<file path="src/rtl/ce_pkg.sv">
// Shared decode constants, filter FSM states and the function-match helper for the CE RX path.
// Latency: n/a (types and a combinational helper only).
// Backpressure: n/a.
package ce_pkg;

    localparam int HDR_W         = 256;
    localparam int PF_NUM_LSB    = 160;
    localparam int PF_NUM_W      = 3;
    localparam int VF_NUM_LSB    = 163;
    localparam int VF_NUM_W      = 11;
    localparam int VF_ACTIVE_BIT = 174;

    typedef enum logic [1:0] {
        SOP  = 2'd0,
        PASS = 2'd1,
        DROP = 2'd2
    } t_flt_state;

    // VF mode matches on vf_active=1 and vf_num; PF mode requires vf_active=0 and pf_num.
    function automatic logic func_match(
        input logic [HDR_W-1:0]    hdr,
        input logic [PF_NUM_W-1:0] pf,
        input logic [VF_NUM_W-1:0] vf,
        input logic                vfa
    );
        logic                hdr_vfa;
        logic [PF_NUM_W-1:0] hdr_pf;
        logic [VF_NUM_W-1:0] hdr_vf;
        hdr_vfa = hdr[VF_ACTIVE_BIT];
        hdr_pf  = hdr[PF_NUM_LSB +: PF_NUM_W];
        hdr_vf  = hdr[VF_NUM_LSB +: VF_NUM_W];
        if (vfa) begin
            return hdr_vfa && (hdr_vf == vf);
        end
        return !hdr_vfa && (hdr_pf == pf);
    endfunction

endpackage

</file>
<file path="src/rtl/ce_axis_skid_buf.sv">
// Generic 2-entry registered skid buffer; entry 0 drives the output directly.
// Latency: 1 cycle from accepted input to out_vld when empty; 1 beat/cycle sustained.
// Backpressure: in_rdy is registered and drops only when both entries are occupied.
module ce_axis_skid_buf #(
    parameter int W = 8
) (
    input  logic         clk,
    input  logic         rst_n,
    input  logic         in_vld,
    output logic         in_rdy,
    input  logic [W-1:0] in_dat,
    output logic         out_vld,
    input  logic         out_rdy,
    output logic [W-1:0] out_dat
);

    logic [1:0]   cnt_q;
    logic [1:0]   cnt_nxt;
    logic [W-1:0] e0_q;
    logic [W-1:0] e1_q;
    logic         rdy_q;
    logic         push;
    logic         pop;

    assign push    = in_vld && rdy_q;
    assign pop     = (cnt_q != 2'd0) && out_rdy;
    assign in_rdy  = rdy_q;
    assign out_vld = (cnt_q != 2'd0);
    assign out_dat = e0_q;

    always_comb begin
        cnt_nxt = cnt_q + 2'(push) - 2'(pop);
    end

    // Push with pop at one entry refills the head directly, so occupancy stays 1 with no bubble.
    always_ff @(posedge clk or negedge rst_n) begin
        if (!rst_n) begin
            cnt_q <= 2'd0;
            rdy_q <= 1'b0;
            e0_q  <= '0;
            e1_q  <= '0;
        end else begin
            cnt_q <= cnt_nxt;
            rdy_q <= (cnt_nxt != 2'd2);
            if (push && ((cnt_q == 2'd0) || ((cnt_q == 2'd1) && pop))) begin
                e0_q <= in_dat;
            end else if (pop && (cnt_q == 2'd2)) begin
                e0_q <= e1_q;
            end
            if (push && (cnt_q == 2'd1) && !pop) begin
                e1_q <= in_dat;
            end
        end
    end

endmodule

</file>
<file path="src/rtl/ce_rx_func_filter.sv">
// Packet-aware AXI-S filter: forwards TLPs addressed to the CE function, drains all others.
// Latency: 1 cycle through the output skid; Stats counters built only with CE_RX_FILTER_STATS_EN.
// Backpressure: rx_tready is the registered skid not-full; dropped beats also wait on it.
module ce_rx_func_filter
    import ce_pkg::*;
#(
    parameter int CE_PF_ID     = 4,
    parameter int CE_VF_ID     = 0,
    parameter int CE_VF_ACTIVE = 0,
    parameter int DATA_W       = 512,
    parameter int USER_W       = 10,
    parameter int CNT_W        = 32
) (
    input  logic                fim_clk,
    input  logic                fim_rst_n,
    input  logic                rx_tvalid,
    output logic                rx_tready,
    input  logic [DATA_W-1:0]   rx_tdata,
    input  logic [DATA_W/8-1:0] rx_tkeep,
    input  logic                rx_tlast,
    input  logic [USER_W-1:0]   rx_tuser,
    output logic                ce_tvalid,
    input  logic                ce_tready,
    output logic [DATA_W-1:0]   ce_tdata,
    output logic [DATA_W/8-1:0] ce_tkeep,
    output logic                ce_tlast,
    output logic [USER_W-1:0]   ce_tuser,
    output logic [CNT_W-1:0]    pass_cnt,
    output logic [CNT_W-1:0]    drop_cnt
);

    localparam int KEEP_W = DATA_W / 8;
    localparam int PLD_W  = DATA_W + KEEP_W + 1 + USER_W;

    t_flt_state       state_q;
    t_flt_state       state_nxt;
    logic             accept;
    logic             hit;
    logic             fwd;
    logic [PLD_W-1:0] pld_in;
    logic [PLD_W-1:0] pld_out;

    assign accept = rx_tvalid && rx_tready;
    assign hit    = func_match(rx_tdata[HDR_W-1:0], PF_NUM_W'(CE_PF_ID),
                               VF_NUM_W'(CE_VF_ID), (CE_VF_ACTIVE != 0));

    // The header is decoded only in SOP; later beats follow the SOP verdict untouched.
    always_comb begin
        state_nxt = state_q;
        fwd       = 1'b0;
        case (state_q)
            SOP: begin
                if (accept) begin
                    fwd = hit;
                    if (!rx_tlast) begin
                        state_nxt = hit ? PASS : DROP;
                    end
                end
            end
            PASS: begin
                fwd = accept;
                if (accept && rx_tlast) begin
                    state_nxt = SOP;
                end
            end
            DROP: begin
                if (accept && rx_tlast) begin
                    state_nxt = SOP;
                end
            end
            default: state_nxt = SOP;
        endcase
    end

    always_ff @(posedge fim_clk or negedge fim_rst_n) begin
        if (!fim_rst_n) begin
            state_q <= SOP;
        end else begin
            state_q <= state_nxt;
        end
    end

    assign pld_in = {rx_tuser, rx_tlast, rx_tkeep, rx_tdata};
    assign {ce_tuser, ce_tlast, ce_tkeep, ce_tdata} = pld_out;

    ce_axis_skid_buf #(
        .W (PLD_W)
    ) u_skid (
        .clk     (fim_clk),
        .rst_n   (fim_rst_n),
        .in_vld  (fwd),
        .in_rdy  (rx_tready),
        .in_dat  (pld_in),
        .out_vld (ce_tvalid),
        .out_rdy (ce_tready),
        .out_dat (pld_out)
    );

`ifdef CE_RX_FILTER_STATS_EN
    logic [CNT_W-1:0] pass_q;
    logic [CNT_W-1:0] drop_q;

    // Counters saturate rather than wrap so a long run never reads back as a small value.
    always_ff @(posedge fim_clk or negedge fim_rst_n) begin
        if (!fim_rst_n) begin
            pass_q <= '0;
            drop_q <= '0;
        end else if (accept && rx_tlast) begin
            if (fwd) begin
                if (pass_q != {CNT_W{1'b1}}) begin
                    pass_q <= pass_q + CNT_W'(1);
                end
            end else begin
                if (drop_q != {CNT_W{1'b1}}) begin
                    drop_q <= drop_q + CNT_W'(1);
                end
            end
        end
    end

    assign pass_cnt = pass_q;
    assign drop_cnt = drop_q;
`else
    assign pass_cnt = '0;
    assign drop_cnt = '0;
`endif

endmodule
</file>
<file path="config.mk">
export PLATFORM = sky130hd
export DESIGN_NAME = ce_rx_func_filter
export DESIGN_NICKNAME = d
export VERILOG_FILES = /design/src/rtl/ce_pkg.sv /design/src/rtl/ce_axis_skid_buf.sv /design/src/rtl/ce_rx_func_filter.sv
export SDC_FILE = /design/constraint.sdc
export NUM_CORES = 2
export LEC_CHECK = 0
export BUFFER_PORTS_ARGS = -buffer_cell sky130_fd_sc_hd__buf_2
export CAP_MARGIN = 40
export CORE_AREA = 2 2 486 488
export CTS_CLUSTER_SIZE = 25
export DETAILED_ROUTE_END_ITERATION = 8
export DIE_AREA = 0 0 488 490
export GPL_TIMING_DRIVEN = 0
export PLACE_DENSITY = 0.39
export SKIP_CTS_REPAIR_TIMING = 1
export SLEW_MARGIN = 20
export SYNTH_ARGS = -nofsm -noshare
export SYNTH_HDL_FRONTEND = slang
export SYNTH_HIERARCHICAL = 1
export SYNTH_SLANG_ARGS = --single-unit
</file>
<file path="constraint.sdc">
create_clock -name fim_clk -period 7.4 [get_ports fim_clk]
set_clock_uncertainty 0.15 [all_clocks]
set_input_delay 0.74 -clock fim_clk [delete_from_list [all_inputs] [get_ports fim_clk]]
set_output_delay 0.74 -clock fim_clk [all_outputs]
set_load 0.05 [all_outputs]
</file>
; ---- After elaboration in Yosys (flattened, before gate mapping)
; Index checks and enable logic that the tools add are counted.
[totals]
ff_bits = 1179
in_bits = 591
out_inout_bits = 653
wordCells = 44
[op_classes]
n_addsub = 2
eq_ne = 9
n_mux = 9
reduce_logical = 19
[op_table]
columns = op, n
row1 = two-way mux 587 bit, 2
row2 = logical AND 1 bit, 10
row3 = two-way mux 2 bit, 4
row4 = != test 2 bit (second input constant), 3
row5 = equality test 2 x 1 -> 1 bit (second input constant), 2
row6 = equality test 2 bit (second input constant), 2
row7 = logical NOT 2 bit, 2
row8 = one-hot mux 2 bit (2 select lines), 1
row9 = nonzero test 2 bit, 2
row10 = equality test 3 bit (second input constant), 1
row11 = AND reduction 3 bit, 1
row12 = adder 2 x 1 -> 2 bit, 1
row13 = logical NOT 1 bit, 2
row14 = != test 2 x 1 -> 1 bit (second input constant), 1
row15 = one-hot mux 1 bit (2 select lines), 1
row16 = OR reduction 2 bit, 1
row17 = subtractor 2 x 1 -> 2 bit, 1
row18 = logical OR 1 bit, 1
row19 = two-way mux 1 bit, 1

; ---- Logic depth before layout (Yosys ltp)
[logic_depth]
ltp_word = 8
ltp_mapped = 13
ltp_nobuf = 9

; ---- Modules after synthesis
; Netlist, hierarchy kept.
[by_module_without_submodules]
columns = mod, n_inst, cells_per_inst, area_per_inst_um2, seq_area_each_um2
row1 = ce_axis_skid_buf, 1, 3352, 50080.5, 29453.2
row2 = ce_rx_func_filter, 1, 85, 681.9, 50.0

; ---- Worst setup path after synthesis
; OpenSTA, ideal clock, no wires.
[synth_timing]
kind = input -> register
from = input port rx_tdata[161]
to = register u_skid.e0_q[100], in the netlist u_skid/out_dat[100]
setup_time_ns = 0.125
t_arrival_ns = 2.654
required_ns = 7.125
slack_ns = 4.471
stages = 10
path_buffers = 3
path_cell_list = nor4b_4 a21oi_1 nor2_1 nand2_1 nor3_2 buf_6 buf_6 buf_6 mux2_2 mux2_2
[synth_via]
elab_chain_cells = 7
word_cells_on_any_way = 8
classes_between = eq/ne (1) / mux (3) / reduce/logical (4)
[synth_lines]
columns = element, line
row1 = "start, declared", ce_rx_func_filter.sv:18  ; input logic [DATA_W-1:0] rx_tdata,
row2 = equality test 3 bit *, ce_pkg.sv:35  ; return !hdr_vfa && (hdr_pf == pf);
row3 = logical AND 1 bit *, ce_pkg.sv:35
row4 = two-way mux 1 bit *, ce_rx_func_filter.sv:53  ; if (accept) begin
row5 = one-hot mux 1 bit (2 select lines) *, ce_rx_func_filter.sv:51  ; case (state_q)
row6 = net fwd, ce_rx_func_filter.sv:39  ; logic fwd;
row7 = logical AND 1 bit *, ce_axis_skid_buf.sv:25  ; assign push = in_vld && rdy_q;
row8 = logical AND 1 bit *, ce_axis_skid_buf.sv:45  ; if (push && ((cnt_q == 2'd0) || ((cnt_q == 2'd1) && pop))) begin
row9 = two-way mux 587 bit or nonzero test 2 bit (tied branches), -
row10 = "end signal, assigned", ce_axis_skid_buf.sv:46  ; e0_q <= in_dat;
row11 = "end signal, assigned", ce_axis_skid_buf.sv:48  ; e0_q <= e1_q;
row12 = "end, declared", ce_axis_skid_buf.sv:19  ; logic [W-1:0] e0_q;
; Mark *: on every way through the listed nets, which the timed path passes. The rest lies on a longest branch.
; A chain may end at the register's enable or synchronous reset.

==> impl_metrics.toml <==
[routing]
drt_iter0_drc = 1279
finalWirelength_um = 205000
vias = 34202
drc_errors = 0
via_per_inst = 4.11
wire_per_inst_um = 24.6
ant_nets = 0
dr.pass1.iters = 5

[outcome]
status = "complete, no violations"

[hold_path]
holdPathEnd = "u_skid/e1_q[51]$_DFFE_PN0P_"
hold_depth = 2
hold_path.class = "input pin to flop"
hp-start = "rx_tdata[51]"

[logic_synthesis]
ys_ff_latch = 1179
syn_inst = 3437
yosysWarnings = 6
yosysSeqAreaShare_pct = 58.1
synth_area_per_cell_um2 = 14.8
netlist_area_um2 = 50800
ys_types = 33

[power_and_ir_drop]
p_total_uw = 32100
p_leak_uw = 0.0359
power_density_nw_per_um2 = 471
ir_drop_uv = 234

[clock_network]
clockRootBuffer = "clkbuf_16"
htree_levels = 4
clock_sinks = 1179
clk-insertion-delay-late_ns = 0.80
cts_buffers = 152
cts_buffer_depth = 3
cts_tree = "built"
path_clk_slew_ns = 0.06

[critical_path]
cp-start-kind = "input pin"
path_buf_inv = 7
crit_arrival_ns = 4.64
crit_top_cell = "buf_16"
r2r_slack_ns = 3.68
reg2reg_to = "u_skid/out_dat[484]$_DFFE_PN0P_"
cp_max_fo = 124
worst_ep_required_time_ns = 8.09
crit_cells = 7
critical_path_class = "input pin to async pin"
r2r_start = "state_q[1]$_DFFE_PN0P_"
slowest_stage = "dlygate4sd3_1"
worstPathCellList = "dlygate4sd3_1 > buf_12 > buf_16 > buf_16 > buf_16 > buf_16 > buf_16"
crit_family = "buffers and inverters"
crit_path_end_kind = "async pin"
max_stage_delay_ns = 0.57
reg2reg_depth = 11

[floorplanning]
die_h_um = 490
die_area_um2 = 239000
start_util_pct = 21.7
placementRows = 178
pin_count = 1244
die_w_um = 488
core_um2 = 234000

[final_layout]
fin_nets = 5608
drive_above_1_share_pct = 59.0
layout_common_cells = "1339 x mux2_2, 1304 x buf_2, 1179 x dfrtp_1"
syn2layout_area_growth_pct = 34.1
final_common_cell = "mux2_2"

[timing]
slew_headroom_pct = 45.1
rsz0062_at_grt = "no"
timing.final.crit_share_pct = 53.4
worst_pin_slew_ns = 0.824
setup_violations = 0
tns_ns = 0
max_freq_mhz = 253
finalCriticalPeriod_ns = 3.95
setup_ws_ns = 3.45
finalHoldViolCount = 0
slew_violations = 0

[grt]
grt_pass1_vias = 35124
grt_first_pass_wirelength_um = 283000
antenna_found_initial = 142
grt_usage_pct = 16.7
grt_max_degree = 125
gr-total-overflow = 0

[place]
gp_congestion = 0.809
pre_cts_ws_ns = 2.42
dpl.hpwl_um = 158000
port_buffers = 1179

[run]
max_cap_violations = 0
==> metrics by stage <==
stage               area (um^2)  hold slack [ns]  utilization, %  instances
finish                    68100           0.0307            29.1       8331
global route              68000         -0.00455            29.1       8310
CTS                       66300           -0.270            28.3       8112
detailed placement        61200            0.319            26.2       7844
global placement          60800            0.314            26.0       7829
floorplan                 51000            0.294               -       3500
==> power by group <==
part	internal [uW]	switching [uW]	total [uW]	leakage [uW]
registers	9430	1510	10900	0.0161
logic	4540	9080	13600	0.0173
clock network	4480	3060	7540	0.00246
total	18400	13600	32100	0.0359
==> worst register-to-register path, stage by stage (launching register included) <==
cell and delay, ns:
dfrtp_1 0.40, inv_1 0.09, ha_1 0.24, a21oi_1 0.09, nor2_1 0.15, nand2_1 0.18
o21a_1 0.22, o22ai_1 0.13, buf_2 0.56, buf_2 0.56, buf_2 0.46, mux2_2 0.40
==> sequential cells by signal, indices dropped and copies added, names as in the netlist <==
| signal | flops |
|---|---|
| u_skid/in_rdy | 1 |
| state_q | 2 |
| u_skid/cnt_q | 2 |
| u_skid/e1_q | 587 |
| u_skid/out_dat | 587 |
==> cell families after synthesis <==
group	after synthesis	synth area share [%]
AND/OR/NAND/NOR	199	1.61
other	1	0.00739
adder cells (fa/ha/maj)	3	0.0740
flip-flops	1179	58.1
AO/OA/AOI/OAI	191	1.93
buffers and inverters	281	3.61
XOR/XNOR	2	0.0345
multiplexers	1581	34.6
==> cells in the mapped netlist (all sizes together) <==
library cell | number | area (um^2)
buf | 260 | 1750
and2 | 1 | 6.26
dfrtp | 1179 | 29500
nor2b | 3 | 18.8
ha | 3 | 37.5
o211ai | 4 | 35.0
clkbuf | 19 | 71.3
o22ai | 1 | 6.26
xnor2 | 1 | 8.76
nor4b | 1 | 23.8
or4b | 1 | 10.0
nand4bb | 1 | 11.3
o21ai | 183 | 916
mux2 | 1399 | 15800
conb | 1 | 3.75
nor2 | 1 | 3.75
nor3 | 1 | 10.0
a21boi | 1 | 7.51
o21a | 1 | 7.51
xor2 | 1 | 8.76
or2 | 2 | 12.5
nor3b | 1 | 12.5
nand2 | 185 | 694
mux2i | 182 | 1820
nand2b | 2 | 12.5
a21oi | 1 | 5.00
inv | 2 | 7.51
==> worst max path at each step <==
stage | to | startpoint
global route | u_skid/e1_q[541]$_DFFE_PN0P_ | fim_rst_n
detailed placement | u_skid/out_dat[189]$_DFFE_PN0P_ | rx_tdata[160]
finish | u_skid/out_dat[487]$_DFFE_PN0P_ | fim_rst_n
global placement | u_skid/e1_q[485]$_DFFE_PN0P_ | fim_rst_n
floorplan | u_skid/out_dat[100]$_DFFE_PN0P_ | rx_tdata[161]
CTS | u_skid/out_dat[180]$_DFFE_PN0P_ | rx_tdata[160]
==> area by class of cell <==
cell class,count,area [um^2]
Tap cell,3150,3940
Fill cell,24173,166000
Multi-Input combinational cell,2040,19700
Buffer,279,1830
Inverter,2,7.51
Clock inverter,39,569
Antenna cell,53,133
Timing Repair Buffer,1360,7940
Clock buffer,229,4490
Sequential cell,1179,29500
==> layer usage <==
metal | track usage, % | wire length [um] | vias up
li1 | - | - | 15345
met1 | 18.6 | 79800 | 17207
met3 | 7.60 | 18800 | 404
met2 | 27.7 | 99100 | 1156
met4 | 6.15 | 7010 | 90
met5 | 0 | 569 | -
Power figures use the tool's default switching activity.
